<file path="config.mk">
export PLATFORM = sky130hd
export DESIGN_NAME = mem_access
export DESIGN_NICKNAME = d
export VERILOG_FILES = /design/src/rtl/mem_access_pkg.sv /design/src/rtl/mem_access_ctl_decode.sv /design/src/rtl/mem_access.sv
export SDC_FILE = /design/constraint.sdc
export NUM_CORES = 1
export LEC_CHECK = 0
export CORE_AREA = 2 2 181 183
export CTS_CLUSTER_DIAMETER = 50
export DETAILED_ROUTE_END_ITERATION = 8
export DIE_AREA = 0 0 183 185
export PLACE_DENSITY_LB_ADDON = 0.05
export SKIP_CTS_REPAIR_TIMING = 1
export SLEW_MARGIN = 20
export SYNTH_ARGS = -nofsm -noshare
export SYNTH_HDL_FRONTEND = slang
export SYNTH_SLANG_ARGS = --single-unit
</file>
<file path="constraint.sdc">
create_clock -name clk -period 2.2 [get_ports clk]
set_clock_uncertainty 0.15 [all_clocks]
set_input_delay 0.44 -clock clk [delete_from_list [all_inputs] [get_ports clk]]
set_output_delay 0.44 -clock clk [all_outputs]
set_load 0.05 [all_outputs]
</file>
<file path="src/rtl/mem_access_pkg.sv">
// Shared Y86-64 constants for the memory stage: word width, icodes,
// status codes and the memory-stage FSM encoding.
package mem_access_pkg;

  localparam int QWORD = 64;
  typedef logic [QWORD-1:0] qword_t;

  localparam logic [3:0] IHALT   = 4'h0;
  localparam logic [3:0] INOP    = 4'h1;
  localparam logic [3:0] IRRMOVQ = 4'h2;
  localparam logic [3:0] IIRMOVQ = 4'h3;
  localparam logic [3:0] IRMMOVQ = 4'h4;
  localparam logic [3:0] IMRMOVQ = 4'h5;
  localparam logic [3:0] IOPQ    = 4'h6;
  localparam logic [3:0] IJXX    = 4'h7;
  localparam logic [3:0] ICALL   = 4'h8;
  localparam logic [3:0] IRET    = 4'h9;
  localparam logic [3:0] IPUSHQ  = 4'hA;
  localparam logic [3:0] IPOPQ   = 4'hB;

  localparam logic [2:0] SAOK = 3'd1;
  localparam logic [2:0] SHLT = 3'd2;
  localparam logic [2:0] SADR = 3'd3;
  localparam logic [2:0] SINS = 3'd4;

  typedef enum logic [1:0] {
    ST_IDLE = 2'd0,
    ST_REQ  = 2'd1,
    ST_DONE = 2'd2
  } state_t;

endpackage

</file>
<file path="src/rtl/mem_access_ctl_decode.sv">
// Combinational decode of an instruction into its data-memory access:
// direction, byte address and write data.
module mem_ctl_decode
  import mem_access_pkg::*;
(
  input  logic [3:0] icode,
  input  qword_t     valE,
  input  qword_t     valA,
  input  qword_t     valP,
  output logic       is_read,
  output logic       is_write,
  output qword_t     addr,
  output qword_t     wdata
);

  always_comb begin
    is_read  = 1'b0;
    is_write = 1'b0;
    addr     = valE;
    wdata    = valA;
    unique case (icode)
      IRMMOVQ, IPUSHQ: is_write = 1'b1;
      ICALL: begin
        is_write = 1'b1;
        wdata    = valP;
      end
      IMRMOVQ: is_read = 1'b1;
      // Pops and returns read from the old stack pointer, not valE.
      IPOPQ, IRET: begin
        is_read = 1'b1;
        addr    = valA;
      end
      default: ;
    endcase
  end

endmodule

</file>
<file path="src/rtl/mem_access.sv">
// Y86-64 SEQ memory stage: captures one instruction, runs a req/ack access
// to data memory with a timeout, and reports valM/stat with a done pulse.
// Handshake: in_valid is accepted only on a clock edge where in_ready=1 (IDLE);
// mem_req stays high with stable we/addr/wdata until the edge mem_ack=1 or the
// timeout expires; mem_ack outside REQ is ignored.
module mem_access
  import mem_access_pkg::*;
#(
  parameter longint unsigned MEM_BYTES = 65536,
  parameter int unsigned     TIMEOUT   = 15
) (
  input  logic       clk,
  input  logic       rst,
  input  logic       in_valid,
  output logic       in_ready,
  input  logic [3:0] icode,
  input  logic       instr_valid,
  input  qword_t     valE,
  input  qword_t     valA,
  input  qword_t     valP,
  output logic       mem_req,
  output logic       mem_we,
  output qword_t     mem_addr,
  output qword_t     mem_wdata,
  input  qword_t     mem_rdata,
  input  logic       mem_ack,
  output qword_t     valM,
  output logic [2:0] stat,
  output logic       done,
  output state_t     fsm_state
);

  localparam logic [7:0] TO_LAST = 8'(TIMEOUT - 1);

  state_t     state_q, state_d;
  logic [7:0] cnt_q;
  logic       is_read_q;

  logic   dec_read, dec_write;
  qword_t dec_addr, dec_wdata;

  mem_ctl_decode u_decode (
    .icode    (icode),
    .valE     (valE),
    .valA     (valA),
    .valP     (valP),
    .is_read  (dec_read),
    .is_write (dec_write),
    .addr     (dec_addr),
    .wdata    (dec_wdata)
  );

  logic mem_op, addr_fault, start_req, timeout_hit;
  assign mem_op      = dec_read | dec_write;
  assign addr_fault  = mem_op && (dec_addr >= MEM_BYTES);
  assign start_req   = instr_valid && mem_op && !addr_fault;
  assign timeout_hit = (cnt_q == TO_LAST);

  assign in_ready  = (state_q == ST_IDLE);
  assign done      = (state_q == ST_DONE);
  assign fsm_state = state_q;

  always_comb begin
    state_d = state_q;
    unique case (state_q)
      ST_IDLE: if (in_valid) state_d = start_req ? ST_REQ : ST_DONE;
      ST_REQ:  if (mem_ack || timeout_hit) state_d = ST_DONE;
      ST_DONE: state_d = ST_IDLE;
      default: state_d = ST_IDLE;
    endcase
  end

  always_ff @(posedge clk) begin
    if (rst) state_q <= ST_IDLE;
    else     state_q <= state_d;
  end

  always_ff @(posedge clk) begin
    if (rst) begin
      mem_req   <= 1'b0;
      mem_we    <= 1'b0;
      mem_addr  <= '0;
      mem_wdata <= '0;
      valM      <= '0;
      stat      <= SAOK;
      cnt_q     <= '0;
      is_read_q <= 1'b0;
    end else begin
      unique case (state_q)
        ST_IDLE: if (in_valid) begin
          is_read_q <= dec_read && start_req;
          cnt_q     <= '0;
          if (start_req) begin
            mem_req   <= 1'b1;
            mem_we    <= dec_write;
            mem_addr  <= dec_addr;
            mem_wdata <= dec_wdata;
            if (!dec_read) valM <= '0;
          end else begin
            valM <= '0;
            if (!instr_valid)        stat <= SINS;
            else if (addr_fault)     stat <= SADR;
            else if (icode == IHALT) stat <= SHLT;
            else                     stat <= SAOK;
          end
        end
        ST_REQ: begin
          // An ack in the timeout cycle still completes the access.
          if (mem_ack) begin
            mem_req <= 1'b0;
            mem_we  <= 1'b0;
            cnt_q   <= '0;
            stat    <= SAOK;
            if (is_read_q) valM <= mem_rdata;
          end else if (timeout_hit) begin
            mem_req <= 1'b0;
            mem_we  <= 1'b0;
            cnt_q   <= '0;
            stat    <= SADR;
            if (is_read_q) valM <= '0;
          end else begin
            cnt_q <= cnt_q + 8'd1;
          end
        end
        default: ;
      endcase
    end
  end

endmodule

</file>
==> metrics <==
violated checks negative setup slack; syn avg cell area 10.7 sq um; Synth async-reset ratio 0%; Cell Area, Synth 7880 sq um; share of post-route cells with drive strength above 1 32.3%; HP Class in -> reg; maximum buffer depth of the clock tree 3; TritonCTS clock tree done; Initial Util 24.6%; synthesis-to-layout area growth 113%; wire length of the first global-routing pass 45.9 mm; final weighted congestion in routability-driven placement roughly 0.8; number of search-and-repair iterations in the first detailed-routing pass 4; Die Area 33900 sq um; Final nets 1591; Static Leakage 9.66 nW; max_slew headroom 60.8%; Worst-Margin Slew 0.586 ns; family with the most delay on the worst path buffers and inverters; number of DRC violations after detailed routing 0; number of buffer and inverter stages on the critical path 6; final wirelength 35.7 mm; H-tree depth 1; sink count of the clock tree 208; share of the clock period used by the worst path after layout 104%; result of the run complete, but fails checks; number of routed nets with antenna violations 0; via density per instance between 4 and 5; instance count of the mapped netlist 734; number of unique standard cell types used by synthesis 44; TritonCTS buffer count 30; gr ovfl total 0; Detailed Place HPWL 23.5 mm; setup repair after global routing missed its margin true; Yosys Warn Count 0; power per cell area 596 nW/um^2; number of synthesized flops with an enable pin 0; register bit count reported by yosys 208; largest fanout on the critical path 8; data arrival time of the critical path 2.52 ns; Vert. Die Dim 185 um; I/O pin cnt about 470; Worst Hold Margin 0.152 ns; Critical Path Sink Type register; largest net degree at the start of global routing 68; Setup violations, final 130; pins over their slew limit 0; count of port buffers added during placement 465; Placeable Area 32000 sq um; Max stage delay on crit path 0.32 ns; count of final hold-check violations 0; antenna violations before repair 2; vias in the first global route 7464; Critical Setup Path Class in -> reg; total routing usage reported by global routing 17.4%; routed length per placed instance 20.3 um; post-layout instance count excluding filler cells 1758; setup TNS -4.69 ns; cell total after placement 1645; Primary FF master, synth sky130_fd_sc_hd__dfxtp_1; CP Launch Type input pin; sequential fraction of the synthesis area 52.8%; final worst setup slack -0.0775 ns; Row Count 66; required time of the critical path 2.45 ns; Clock Root Buffer sky130_fd_sc_hd__clkbuf_16; Starting DRT DRC Count 281; number of vias in the routed layout 7946; Peak Freq 439 MHz; Worst-path clk slew roughly 0.060 ns; number of maximum-capacitance violations 0; maximum resistive drop on vdd 0.616 mV; clock latency reported for the late side of the worst-skew pair 0.54 ns; ordered cell list for the critical path clkbuf_2 > nor4_4 > buf_4 > nand4_1 > nor4_4 > buf_4 > o2111a_4 > buf_12 > buf_8 > clkbuf_16 > a211oi_2; Slowest cell on crit path sky130_fd_sc_hd__o2111a_4; overall die width 183 um; final critical-path required period ~2.3 ns; Post-Syn Nets 1001
[cells in the final DEF, fill, tap and decap left out, drive strengths merged, types with 3 or more instances in the layout]
cell	netlist	layout
a211oi	83	83
a21oi	5	5
a22o	64	64
and2	50	50
buf	35	186
bufinv	0	5
clkbuf	21	66
clkdlybuf4s50	0	167
clkinv	0	5
clkinvlp	0	3
dfxtp	208	208
dlymetal6s2s	0	231
inv	4	8
mux2i	83	83
nand2	12	12
nand3	4	4
nand4	6	6
nor2	95	96
nor2b	3	3
nor4	27	27
or4	3	3
xor2	4	4
[area by class of cell]
class	instances	area (sq um)
antenna	2	5.00
clock buffer	39	846
clock inverter	17	246
fill	2908	15200
inverter	4	15.0
multi-input combinational	468	4160
sequential	208	4170
tap	408	510
timing repair buffer	612	6860
[cell families after synthesis]
family,Yosys count,share of synthesized area (%)
fa+ha+maj,2,0.317
buf+inv,60,4.29
flops,208,52.8
simple gates,210,13.9
mux,83,10.5
xor+xnor,6,0.667
compound gates,165,17.5
[synthesized netlist by cell type, types with 2 or more instances]
| library cell | number | area, sq um |
|---|---|---|
| sky130_fd_sc_hd__and2_1 | 49 | 307 |
| sky130_fd_sc_hd__buf_4 | 4 | 30.0 |
| sky130_fd_sc_hd__a211oi_2 | 9 | 113 |
| sky130_fd_sc_hd__mux2i_1 | 83 | 831 |
| sky130_fd_sc_hd__nor4_2 | 2 | 25.0 |
| sky130_fd_sc_hd__xor2_1 | 4 | 35.0 |
| sky130_fd_sc_hd__dfxtp_1 | 208 | 4160 |
| sky130_fd_sc_hd__ha_1 | 2 | 25.0 |
| sky130_fd_sc_hd__nand3_1 | 4 | 20.0 |
| sky130_fd_sc_hd__nand4_1 | 6 | 37.5 |
| sky130_fd_sc_hd__nand3b_1 | 2 | 15.0 |
| sky130_fd_sc_hd__buf_8 | 6 | 90.1 |
| sky130_fd_sc_hd__a21oi_1 | 5 | 25.0 |
| sky130_fd_sc_hd__nand2b_1 | 2 | 12.5 |
| sky130_fd_sc_hd__nand2_1 | 12 | 45.0 |
| sky130_fd_sc_hd__nor2b_1 | 3 | 18.8 |
| sky130_fd_sc_hd__o31ai_1 | 2 | 15.0 |
| sky130_fd_sc_hd__a211oi_1 | 74 | 556 |
| sky130_fd_sc_hd__or4_1 | 3 | 22.5 |
| sky130_fd_sc_hd__nor3_1 | 2 | 10.0 |
| sky130_fd_sc_hd__clkbuf_1 | 21 | 78.8 |
| sky130_fd_sc_hd__nor4_4 | 2 | 42.5 |
| sky130_fd_sc_hd__buf_2 | 24 | 120 |
| sky130_fd_sc_hd__nor4_1 | 23 | 144 |
| sky130_fd_sc_hd__nor2_1 | 95 | 357 |
| sky130_fd_sc_hd__a22o_1 | 64 | 561 |
| sky130_fd_sc_hd__inv_1 | 4 | 15.0 |
| sky130_fd_sc_hd__xnor2_1 | 2 | 17.5 |
| sky130_fd_sc_hd__o21ai_0 | 2 | 10.0 |
[sequential cells by signal, summed over array words and instances, names as in the netlist]
name / flops
stat: 3
cnt_q: 8
mem_we: 1
is_read_q: 1
valM: 64
mem_wdata: 64
mem_addr: 64
mem_req: 1
fsm_state: 2
[per-stage QoR]
step                area, sq um  util, %  setup WS, ns  total power (W)
floorplan                  8430        -        -0.136          0.00413
finish                    16800     52.5       -0.0775           0.0100
detailed placement        13800     43.1         -1.10          0.00480
CTS                       14900     46.5        -0.587           0.0101
global route              16800     52.5        -0.161           0.0104
global placement          13800     43.1         -1.17          0.00480
[path summary, 6_finish.rpt]
path | start | end | slack [ns] | depth (start not counted)
worst max-delay path | valA[54] | mem_wdata[26] | -0.08 | 11
worst min-delay path | valA[36] | mem_wdata[36] | 0.15 | 3
worst max register to register | fsm_state[1] | valM[13] | 0.10 | 7
worst min register to register | is_read_q | is_read_q | 0.30 | 2
[tightest hold or removal path, stage by stage]
cell and delay (ns):
sky130_fd_sc_hd__buf_6 0.08, sky130_fd_sc_hd__mux2i_1 0.08, sky130_fd_sc_hd__a211oi_2 0.20
[power by group]
part / leakage, nW / switching, W / internal [W]
Combinational: 7.46 / 0.000419 / 0.000621
Sequential: 1.68 / 0.00000605 / 0.00378
Clock: 0.526 / 0.00188 / 0.00332
[layer usage]
layer / wire [um] / global-route usage [%]
met1: 15800 / 22.6
met2: 17200 / 28.8
met3: 2190 / 4.48
met4: 568 / 4.32
met5: 0 / 0
Note: power is estimated with default switching activity, not from simulation.
